$ cat src/rtl/aes_out_sig.sv
// rtl/aes_out_sig.sv - aes_128 output tracker: latency valid pipe, 128-bit MISR signature, test counter
// Optional golden-signature compare is built when AES_SIG_GOLDEN_EN is defined.
module aes_out_sig #(
    parameter int DATA_W  = 128,
    parameter int LATENCY = 21,
    parameter int CNT_W   = 32
) (
    input  logic              clk,
    input  logic              rst_n,
    input  logic              i_start,
    input  logic [CNT_W-1:0]  i_num_tests,
    input  logic              i_in_valid,
    input  logic [DATA_W-1:0] i_data,
`ifdef AES_SIG_GOLDEN_EN
    input  logic [DATA_W-1:0] i_golden_sig,
    output logic              o_pass,
`endif
    output logic [DATA_W-1:0] o_sig,
    output logic [CNT_W-1:0]  o_count,
    output logic              o_busy,
    output logic              o_done
);

    typedef enum logic [1:0] {
        ST_IDLE = 2'd0,
        ST_RUN  = 2'd1,
        ST_DONE = 2'd2
    } state_t;

    // Taps are maximal only for DATA_W=128; other widths wrap them modulo DATA_W.
    localparam int TAP0 = 127 % DATA_W;
    localparam int TAP1 = 125 % DATA_W;
    localparam int TAP2 = 100 % DATA_W;
    localparam int TAP3 = 98 % DATA_W;

    state_t             state, state_n;
    logic [LATENCY-1:0] pipe, pipe_n, pipe_shift;
    logic [CNT_W-1:0]   issued, issued_n;
    logic [CNT_W-1:0]   num, num_n;
    logic [CNT_W-1:0]   cnt, cnt_n;
    logic [DATA_W-1:0]  sig, sig_n, misr_next;
    logic               push, tail, fb;

    assign push = (state == ST_RUN) && !i_start && i_in_valid && (issued < num);
    assign tail = pipe[LATENCY-1];
    assign fb   = sig[TAP0] ^ sig[TAP1] ^ sig[TAP2] ^ sig[TAP3];
    assign misr_next = {sig[DATA_W-2:0], fb} ^ i_data;

    generate
        if (LATENCY == 1) begin : g_pipe_single
            assign pipe_shift = push;
        end else begin : g_pipe_multi
            assign pipe_shift = {pipe[LATENCY-2:0], push};
        end
    endgenerate

`ifdef AES_SIG_GOLDEN_EN
    logic pass, pass_n;
`endif

    always_comb begin
        state_n  = state;
        pipe_n   = pipe_shift;
        issued_n = issued;
        num_n    = num;
        cnt_n    = cnt;
        sig_n    = sig;
`ifdef AES_SIG_GOLDEN_EN
        pass_n   = pass;
`endif
        // Start wins over a simultaneous capture: the in-flight sample is discarded.
        if (i_start) begin
            state_n  = ST_RUN;
            pipe_n   = '0;
            issued_n = '0;
            num_n    = i_num_tests;
            cnt_n    = '0;
            sig_n    = '0;
`ifdef AES_SIG_GOLDEN_EN
            pass_n   = 1'b0;
`endif
        end else if (state == ST_RUN) begin
            if (push) begin
                issued_n = issued + 1'b1;
            end
            if (tail) begin
                sig_n = misr_next;
                cnt_n = cnt + 1'b1;
            end
            if (cnt_n == num) begin
                state_n = ST_DONE;
`ifdef AES_SIG_GOLDEN_EN
                pass_n  = (sig_n == i_golden_sig);
`endif
            end
        end
    end

    always_ff @(posedge clk or negedge rst_n) begin
        if (!rst_n) begin
            state  <= ST_IDLE;
            pipe   <= '0;
            issued <= '0;
            num    <= '0;
            cnt    <= '0;
            sig    <= '0;
        end else begin
            state  <= state_n;
            pipe   <= pipe_n;
            issued <= issued_n;
            num    <= num_n;
            cnt    <= cnt_n;
            sig    <= sig_n;
        end
    end

`ifdef AES_SIG_GOLDEN_EN
    always_ff @(posedge clk or negedge rst_n) begin
        if (!rst_n) begin
            pass <= 1'b0;
        end else begin
            pass <= pass_n;
        end
    end

    assign o_pass = pass;
`endif

    assign o_sig   = sig;
    assign o_count = cnt;
    assign o_busy  = (state == ST_RUN);
    assign o_done  = (state == ST_DONE);

endmodule

$ cat config.mk
export PLATFORM = sky130hd
export DESIGN_NAME = aes_out_sig
export DESIGN_NICKNAME = d
export VERILOG_FILES = /design/src/rtl/aes_out_sig.sv
export SDC_FILE = /design/constraint.sdc
export NUM_CORES = 1
export LEC_CHECK = 0
export ABC_AREA = 1
export CAP_MARGIN = 25
export CORE_ASPECT_RATIO = 2
export CORE_MARGIN = 4
export CORE_UTILIZATION = 35
export CTS_CLUSTER_SIZE = 14
export DETAILED_ROUTE_END_ITERATION = 10
export GPL_TIMING_DRIVEN = 0
export PLACE_DENSITY_LB_ADDON = 0.15
export SYNTH_ARGS = -nofsm -noshare
export SYNTH_HDL_FRONTEND = slang
export SYNTH_SLANG_ARGS = --single-unit
$ cat constraint.sdc
create_clock -name clk -period 4.6 [get_ports clk]
set_clock_uncertainty 0.2 [all_clocks]
set_input_delay 0.92 -clock clk [delete_from_list [all_inputs] [get_ports clk]]
set_output_delay 0.92 -clock clk [all_outputs]
set_load 0.02 [all_outputs]
# Word-level counts from Yosys, hierarchy flattened
# Cells that the tools add are included.
# op_classes
addsub	2
mul	0
div_mod_pow	0
n_lt_le_gt_ge	1
n_eq_ne	3
shifts	0
muxes	15
bitwise	4
reduce_logical	11
# op_table
op	n
$mux 128	3
$mux 32	8
$xor 128x128->128	1
$add 32x1->32 const B	2
$eq 32x32->1	1
$lt 32x32->1	1
$mux 21	1
$reduce_bool 2->1	4
$mux 2	3
$reduce_and 2->1	3
$logic_and 1x1->1	3
$xor 1x1->1	3
$eq 2x1->1 const B	1
$eq 2x2->1 const B	1
$logic_not 1->1	1
# totals
register_bits	247
latchBits	0
ram_bits	0
rom_bits	0
mem_count	0

# Logic depth before layout (Yosys ltp)
# Gate-level depths: netlist (run 1).
# logic_depth
word_depth	8
mapped_depth	18

# Least setup slack after synthesis (run 1)
# No wires, ideal clock.
# synth_path
kind	input port to flip-flop
startpoint	input i_start
endpoint	register issued[10]
setup_ns	0.066
arrival_ns	2.176
required_time_ns	4.334
path_slack_ns	2.157
cell_stages	9
path_buffers	2
path_cell_list	buf_2 > nor2_1 > nand3_1 > a211oi_1 > nand2_1 > inv_2 > buf_2 > nand3_1 > nand2_1
# synth_via
elab_chain_cells	6
word_cells_on_any_way	8
cone_classes	1 x mux; 7 x reduce/logical
# synth_rtl
item	line_no	source
start, declared	10	input logic i_start,
$logic_not 1->1	44	assign push = (state == ST_RUN) && !i_start && i_in_valid && (issued < num);
$logic_and 1x1->1 (3 in series)	44	
$reduce_bool 2->1 (no source line)	n/a	
$reduce_and 2->1 (no source line)	n/a	
end signal, assigned	110	issued <= issued_n;
end, declared	38	logic [CNT_W-1:0] issued, issued_n;
# Several ways; a longest one is shown, not always the timed one.
# A chain may end at the register's enable or synchronous reset.

# Worst setup path in the final report (run 1)
# layout_path
startpoint	register state[1]
endpoint	output o_busy
# layout_via
elab_chain_cells	1
# layout_rtl
item	line_no	source
start, declared	36	state_t state, state_n;
start signal, assigned	108	state <= state_n;
$eq 2x1->1	131	assign o_busy = (state == ST_RUN);
end, declared	20	output logic o_busy,
# No other way between the ends.

==> results of run 1 <==
-- metal layers --
layer	part of all wire, %	vias to the layer above
met4	6.1	0
met2	55	448
met3	6.2	133
met5	0	-
met1	32	5911
li1	-	6041
-- worst register-to-register path, cell delays in order, from the launching register on --
cell	delay [ps]
dfrtp_1	370
inv_2	70
nand2_1	220
nor2_1	750
nand3_1	150
a211oi_1	330
nand2_1	320
inv_2	220
buf_2	290
nand3_1	120
nand2_1	90
-- final cells by class --
class	count	share of cell area, %
tap	515	3.514
antenna	1	0.01365
sequential	247	33.71
inverter	141	2.887
multi-input combinational	1159	35.38
timing repair buffer	326	18.02
clock inverter	8	0.5391
buffer	72	1.576
clock buffer	39	4.367
-- registers in the layout (all words and copies together), names as in the netlist --
| name | cells |
|---|---|
| state | 2 |
| o_sig | 128 |
| pipe | 21 |
| num | 32 |
| o_count | 32 |
| issued | 32 |
-- power by group --
group / switching (µW) / internal (µW)
logic: 242 / 217
registers: 17.3 / 2200
clock network: 934 / 1310
total: 1190 / 3730
-- stage by stage --
stage	std cells	setup TNS [ps]
5_1_grt	2508	0
6_report	2508	0
4_1_cts	2507	0
3_5_place_dp	2460	0
2_1_floorplan	1619	0
3_3_place_gp	2458	-2177400
-- cells by family after synthesis --
kind of cell	synth area share (%)
AO/OA/AOI/OAI	8.592
XOR/XNOR	11.28
adder cells (fa/ha/maj)	3.062
buffers and inverters	6.068
flip-flops	45.83
AND/OR/NAND/NOR	25.16
-- final timing paths --
check / slack [ps] / cells past startpoint / endpoint / startpoint
max in group asynchronous: 3190 / 2 / o_sig[107] / rst_n
hold reg to reg: 260 / 2 / pipe[14] / pipe[13]
hold / removal: 70 / 1 / o_sig[52] / rst_n
setup / recovery: 1280 / 4 / o_busy / state[1]
setup reg to reg: 1390 / 10 / issued[31] / state[1]
min in group clk: 260 / 2 / pipe[14] / pipe[13]
-- cells in the final DEF, fill, tap and decap left out, types with 15 or more instances in the layout --
master	count
a21oi_1	15
clkbuf_1	63
clkbuf_16	27
clkdlybuf4s50_1	323
dfrtp_1	247
ha_1	33
inv_1	135
nand2_1	302
nand3_1	257
nand4_1	17
nor2_1	94
nor3_1	17
o21ai_0	180
o22ai_1	18
xnor2_1	146
xor2_1	20
==> reports/qor.txt, run 1 <==
Status: complete, no violations
Crit path kind: reg -> out
Total power: 4924 µW
Finished Cell Area: 0.01834 mm²
PortBufs: 324
Core area: 0.03804 mm²
FILL cells: 3682
CTS tree: yes
Hold Buf Count CTS: 0
Num rows: 101
Layout cells sized above 1: 4.869%
Die Area: 0.04193 mm²
Met2 usage: 44.24%
RSZ-0062 raised after global routing: false
Pleak: 0.007770 µW
Worst EP arrival: 2200 ps
Post-synthesis cell area: 0.01349 mm²
CTS Buffer Depth: 3
Synth async-reset ratio: 100.0%
Vias per cell: 4.997
Syn Nets: 1816
Post-route antenna net violation count: 0
Number of synthesized flops with an enable pin: 0
WHS: 70.22 ps
First-pass GRT wire length: 74400 µm
Clk_lat worst skew: 550 ps
Met1 Resource Use GR: 21.61%
Share of the core filled with cells: 48.20%
Starting Density: 35.45%
Dpl cell area: 0.01743 mm²
FMAX: 301.2 MHz
GP Congestion: 0.9996
Slowest stage cell, crit path: clkdlybuf4s50_1
Largest area contributor in the netlist: dfrtp_1
Netlist cell types: 39
YS warnings: 0
Post-Syn Instances: 1619
Grt ovf: 0
CTS sink cnt: 247
Slew Limit Fails: 0
# Post-CTS Setup Buffers: 0
Hold Fails Final Rpt: 0
Post-synth top cells: nand2_1 (302), nand3_1 (257), dfrtp_1 (247)
DRC Markers: 0
Rel. slew slack: 32.91%
Crit path cell chain: inv_2 > nand2_1 > inv_1 > clkdlybuf4s50_1
GRT Resource Usage Total: 22.69%
Sequential area share after synthesis: 45.83%
First-pass iteration count of the detailed router: 7
Clock-pin slew on the worst setup and hold paths: 70 ps
Worst endpoint required time: 3480 ps
Total CTS buffers: 26
# H-tree levels: 1
Pre-CTS WS: 961.2 ps
CP max FO: 4
GR peak layer: met2
Met3 Usage GRT: 4.771%
Area contributors post-synth: dfrtp_1 (46%), nand3_1 (9.5%), xnor2_1 (9.5%)
Largest net degree at the start of global routing: 107
Routed len/inst: 19.27 µm
Vias in the first global route: 13177
Pwr/cell area: 268.6 mW/mm²
Final worst-path cycle share: 72.19%
Root buf cell: clkbuf_16
Actual slew at the worst max-slew pin: 997.2 ps
Final setup margin: 1279 ps
Register Area: 0.006181 mm²
Hold Crit Class: in -> async
Max VDD drop: 0.2376 mV
Multi-input gate area: 0.006486 mm²
Avg Inst Size Synth: 8.329 µm²
Post-CTS resize count: 0
CP bufs+invs: 3
Final setup vio count: 0
Hpwl dp: 38330 µm
Starting DRC count in detailed routing: 473
Synth Register Bits: 247
Synth top area share: 45.83%
Initial antenna violation count: 2
Die X: 146.8 µm
I/O Pins: 326
Slowest Stage Delay on Critical Path: 670 ps
Primary FF master, synth: dfrtp_1
CP delay by family, top: buffers and inverters
Die Span Y: 285.6 µm
NumNets Final: 2170
Tmin final: 3321 ps
CP Launch Type: flip-flop
Most common cell in the netlist: nand2_1
Area Overhead vs Synth: 35.96%
Routed WL: 48330 µm
Max Cap Viol: 0
Via count: 12533
Crit. End Element: primary output
(Power assumes the default switching activity.)
==> run 2, diff against run 1 <==
clock period = 3.29 ns   (was 4.6 ns; I/O delays follow)
==> reports/qor.txt, run 2 (synthesized netlist as in run 1, its figures left out) <==
Crit. End Element: primary output
Worst reg2reg path depth: 11 (+1)
Worst endpoint required time: 2430 ps (-1050 ps)
Hold Path Origin: pipe[13]
Root buf cell: clkbuf_16
Switching share of total power: 24.21% (about the same)
Die X: 146.8 µm (unchanged)
Rel. slew slack: 35.23% (+2.3 points)
Routed WL: 48310 µm (about the same)
Largest net degree at the start of global routing: 107 (unchanged)
Most frequent cells in the layout: clkdlybuf4s50_1 (323), nand2_1 (302), nand3_1 (257), dfrtp_1 (247), o21ai_0 (180)
DRC Markers: 0 (unchanged)
Crit path kind: reg -> out
Actual slew at the worst max-slew pin: 962.7 ps (-34.51 ps)
Total power: 6885 µW (+40%)
CP delay by family, top: buffers and inverters
Crit path cell chain: inv_2 > nand2_1 > inv_1 > clkdlybuf4s50_1
Hpwl dp: 38330 µm (unchanged)
CTS tree: yes
Final worst-path cycle share: 93.14%
Share of the core filled with cells: 48.24% (about the same)
Reg2reg start: issued[7]
Post-route antenna net violation count: 0 (unchanged)
Total CTS buffers: 26 (unchanged)
FF-to-FF End: issued[2]
Hold Fails Final Rpt: 0 (unchanged)
Clock-pin slew on the worst setup and hold paths: 70 ps (about the same)
Status: complete, no violations
Final setup margin: 225.8 ps (-1054 ps)
I/O Pins: 326 (unchanged)
Core area: 0.03804 mm² (unchanged)
Num rows: 101 (unchanged)
Reg-to-reg slack, setup: 320 ps (-1070 ps)
GP Congestion: 0.9996 (unchanged)
Commonest non-fill, non-tap cell in the layout: clkdlybuf4s50_1
RSZ-0062 raised after global routing: false
Pwr/cell area: 375.2 mW/mm² (+40%)
Layout cells sized above 1: 4.917% (+0.048 points)
Starting DRC count in detailed routing: 480 (+1.5%)
Max reg flops: 128 (unchanged)
FMAX: 326.3 MHz
Max VDD drop: 0.3315 mV (+40%)
Hold Path Depth: 2
Clk pwr share: 45.6% (about the same)
Die Span Y: 285.6 µm (unchanged)
Final setup vio count: 0 (unchanged)
Max Cap Viol: 0 (unchanged)
CTS Buffer Depth: 3 (unchanged)
First-pass iteration count of the detailed router: 7 (unchanged)
Initial antenna violation count: 2 (unchanged)
Pre-CTS WS: -86.78 ps (-1048 ps)
Grt ovf: 0 (unchanged)
Routed len/inst: 19.25 µm (about the same)
Slew Limit Fails: 0 (unchanged)
Dpl cell area: 0.01743 mm² (unchanged)
Via count: 12557 (+0.19%)
Tmin final: 3064 ps
Switching power: 1667 µW (+40%)
CP Launch Type: flip-flop
# H-tree levels: 1 (unchanged)
Sequential Power Share: 45.0% (about the same)
WHS: 260.4 ps (+190.2 ps)
Vias in the first global route: 13182 (+0.038%)
Clk_lat worst skew: 550 ps (about the same)
First-pass GRT wire length: 74420 µm (about the same)
NumNets Final: 2171 (+0.046%)
GRT Resource Usage Total: 22.69% (about the same)
WHS Endpoint: pipe[14]
PortBufs: 324 (unchanged)
Vias per cell: 5.005 (+0.15%)
Worst EP arrival: 2210 ps (about the same)
Starting Density: 35.45% (unchanged)
CTS sink cnt: 247 (unchanged)
Internal power: 5217 µW (+40%)
Die Area: 0.04193 mm² (unchanged)
Finished Cell Area: 0.01835 mm² (about the same)
CP max FO: 4 (unchanged)
Hold Crit Class: reg -> reg
Area Overhead vs Synth: 36.05% (about the same)
Slowest Stage Delay on Critical Path: 670 ps (about the same)
Combinational share of power: 9.3% (about the same)
Pleak: 0.007774 µW (about the same)
Slowest stage cell, crit path: clkdlybuf4s50_1
CP bufs+invs: 3 (unchanged)
==> run 2: changes by cell type in the layout (fill, tap and decap cells not counted) <==
cell,previous run,this run
nor2_1,94,93
dlygate4sd3_1,0,1
nor2_2,9,10
==> run 2: timing repair <==
| item | in CTS | in global routing |
|---|---|---|
| resized for setup | 0 | 1 |
| setup endpoints to repair | 0 | 18 |
| hold buffers | 1 | 0 |
| setup buffers | 0 | 0 |
| endpoints found under the hold margin | 44 | 0 |
==> run 2: cell type report <==
cell class / instances / area (µm²)
clock buffer: 39 / 800.8
fill: 3680 / 19690
buffer: 72 / 289.0
inverter: 141 / 529.3
multi-input combinational: 1159 / 6489
antenna: 1 / 2.502
tap: 515 / 644.4
timing repair buffer: 327 / 3313
clock inverter: 8 / 98.84
sequential: 247 / 6181
==> run 2: worst max path at each step <==
stage / from / to / slack [ps] / cells after the start
floorplan: o_count[1] / state[0] / 950 / 17
global placement: rst_n / o_sig[122] / -9900 / 1
detailed placement: i_start / issued[31] / -90 / 9
CTS: state[1] / issued[31] / 40 / 10
global route: issued[7] / issued[5] / 90 / 11
finish: state[1] / o_busy / 230 / 4
==> run 2: power by group through the flow <==
stage	sequential (µW)	clock [µW]	combinational (µW)
global route	3100	3340	712
CTS	3100	3240	656
detailed placement	3160	0	653
finish	3100	3140	644
global placement	3160	0	638
floorplan	3150	0	257
==> run 2: worst min-delay path, delay by kind of cell, from the launching register on <==
kind                   cells  cell delay, ps
buffers and inverters      1              30
AND/OR/NAND/NOR            1              70
flip-flops                 1             320
==> run 2: metrics by stage <==
stage	TNS (ps)	cells
6_report	0	2509
5_1_grt	0	2509
4_1_cts	0	2508
3_5_place_dp	-987.5	2460
3_3_place_gp	-2437160	2458
2_1_floorplan	0	1619
==> run 2: metal layers <==
layer | wire length, µm | vias to the layer above | GRT usage [%]
li1 | - | 6050 | -
met1 | 15710 | 5958 | 21.62
met2 | 26920 | 429 | 44.24
met3 | 2909 | 120 | 4.771
met4 | 2767 | 0 | 12.34
met5 | 0 | - | 0
==> run 3, diff against run 2 <==
CORE_MARGIN = not set   (was 4)
==> reports/qor.txt, run 3 (synthesized netlist as in run 1, its figures left out) <==
CTS tree: yes
Clk_lat worst skew: 520 ps (-30 ps)
CP Launch Type: flip-flop
Hpwl dp: 36760 µm (-4.1%)
First-pass GRT wire length: 72970 µm (-1.9%)
Grt ovf: 0 (unchanged)
Crit path kind: reg -> reg
Slew Limit Fails: 0 (unchanged)
NumNets Final: 2170 (-0.046%)
Initial antenna violation count: 0 (-2)
Commonest non-fill, non-tap cell in the layout: clkdlybuf4s50_1
Reg2reg start: state[1]
Multi-input gate area: 0.006486 mm² (about the same)
Rel. slew slack: 36.69% (+1.5 points)
Routed len/inst: 19.18 µm (-0.39%)
Hold Fails Final Rpt: 0 (unchanged)
Starting Density: 35.57% (+0.12 points)
Area Overhead vs Synth: 34.56%
Root buf cell: clkbuf_16
GP Congestion: 0.9942 (-0.54%)
I/O Pins: 326 (unchanged)
Register Area: 0.006181 mm² (unchanged)
WHS: 254.4 ps (-5.967 ps)
Post-route antenna net violation count: 0 (unchanged)
Final setup margin: -3.604 ps (-229.4 ps)
Die Span Y: 279.6 µm (-2.1%)
Crit. End Element: flip-flop
Worst reg2reg path depth: 10 (-1)
Core area: 0.03791 mm² (-0.33%)
PortBufs: 324 (unchanged)
FILL cells: 3717 (+1.0%)
Tmin final: 3294 ps (+229.4 ps)
Status: finished, violations left
Failing checks: setup timing
Layout cells sized above 1: 4.575% (-0.34 points)
Worst endpoint required time: 3550 ps (+1120 ps)
Hold Path Depth: 2 (unchanged)
Vias per cell: 5.079 (+1.5%)
FF-to-FF End: issued[2]
Actual slew at the worst max-slew pin: 946.2 ps (-16.46 ps)
DRC Markers: 0 (unchanged)
Total CTS buffers: 25 (-3.8%)
CP max FO: 10 (+6)
Vias in the first global route: 13081 (-0.77%)
Max reg flops: 128 (unchanged)
Most frequent cells in the layout: clkdlybuf4s50_1 (323), nand2_1 (302), nand3_1 (257), dfrtp_1 (247), o21ai_0 (180)
Clock-pin slew on the worst setup and hold paths: 70 ps (about the same)
Max VDD drop: 0.3379 mV (+1.9%)
Crit. Startpoint: state[1]
Worst EP arrival: 3550 ps (+1340 ps)
RSZ-0062 raised after global routing: false
Via count: 12454 (-0.82%)
WHS Endpoint: pipe[5]
Ant. Diodes: 0 (-1)
Max Cap Viol: 0 (unchanged)
# H-tree levels: 1 (unchanged)
Starting DRC count in detailed routing: 443 (-7.7%)
First-pass iteration count of the detailed router: 5 (-2)
Finished Cell Area: 0.01815 mm² (-1.1%)
# Post-CTS Setup Buffers: 0 (unchanged)
Pwr/cell area: 361.5 mW/mm² (-3.7%)
GRT Resource Usage Total: 24.31% (+1.6 points)
Pleak: 0.007720 µW (-0.70%)
Die Area: 0.03937 mm² (-6.1%)
Die X: 140.8 µm (-4.1%)
Final setup vio count: 1 (+1)
Routed WL: 47020 µm (-2.7%)
Reg-to-reg slack, setup: -4 ps (-320 ps)
CTS sink cnt: 247 (unchanged)
Hold Crit Class: reg -> reg
Final worst-path cycle share: 100.1% (+7.0 points)
FMAX: 303.6 MHz (-7.0%)
Hold Path Origin: pipe[4]
CTS Buffer Depth: 3 (unchanged)
Num rows: 101 (unchanged)
Dpl cell area: 0.01737 mm² (-0.37%)
Largest net degree at the start of global routing: 120 (+12%)
[run 3: changes by cell type in the layout (fill, tap and decap cells not counted), moves of 2 or more]
cell / change
clkinv_2: +4
clkinvlp_4: -2
clkbuf_8: -4
clkbuf_1: +2
clkbuf_16: -2
[run 3: how the worst max path moves through the flow]
stage,endpoint,cells past startpoint
2_1_floorplan,state[0],17
3_3_place_gp,o_count[6],1
3_5_place_dp,o_count[30],5
4_1_cts,issued[2],10
5_1_grt,issued[23],10
6_report,issued[2],10
[run 3: area by class of cell]
type | instances | share of cell area [%]
clock buffer | 35 | 3.875
buffer | 72 | 1.593
inverter | 141 | 2.917
multi-input combinational | 1159 | 35.74
timing repair buffer | 327 | 18.26
tap | 463 | 3.192
clock inverter | 8 | 0.3585
sequential | 247 | 34.06
[run 3: critical path: stages, from the launching register on]
cell      delay, ps
dfrtp_1         380
inv_2            70
nand2_1         240
nor2_1          810
nand3_1         140
a211oi_1        310
nand2_1         350
inv_2           230
buf_2           270
nand3_1         110
nand2_1         100
[run 3: what timing repair did]
item	4_1_cts	5_1_grt
hold buffers	1	0
hold endpoints to repair	33	0
resized for setup	0	0
[run 3: power breakdown]
part	switching [µW]	internal, µW	total, µW
logic	338	305	643
clock network	1250	1560	2810
registers	25.7	3080	3100
[run 3: per-layer routing]
layer  vias up  part of all wire (%)  GRT usage (%)  wire, µm
met2       407                    56          48.64     26440
met4         0                   5.1          12.29      2421
met3       104                   5.9          5.162      2772
met5         -                     0              0         0
met1      5906                    33          22.49     15390
li1       6037                     -              -         -
[run 3: through the flow]
| stage | util [%] | setup WS (ps) | TNS, ps | power, µW | cells |
|---|---|---|---|---|---|
| final | 47.86 | -3.604 | -3.604 | 6560 | 2452 |
| after global routing | 47.86 | 12.15 | 0 | 6837 | 2452 |
| after CTS | 47.86 | 81.82 | 0 | 6671 | 2452 |
| after detailed placement | 45.81 | -33.39 | -92.78 | 3808 | 2408 |
| after global placement | 45.65 | -9931 | -2441620 | 3795 | 2406 |
| after floorplan | - | 953.6 | 0 | 3409 | 1619 |
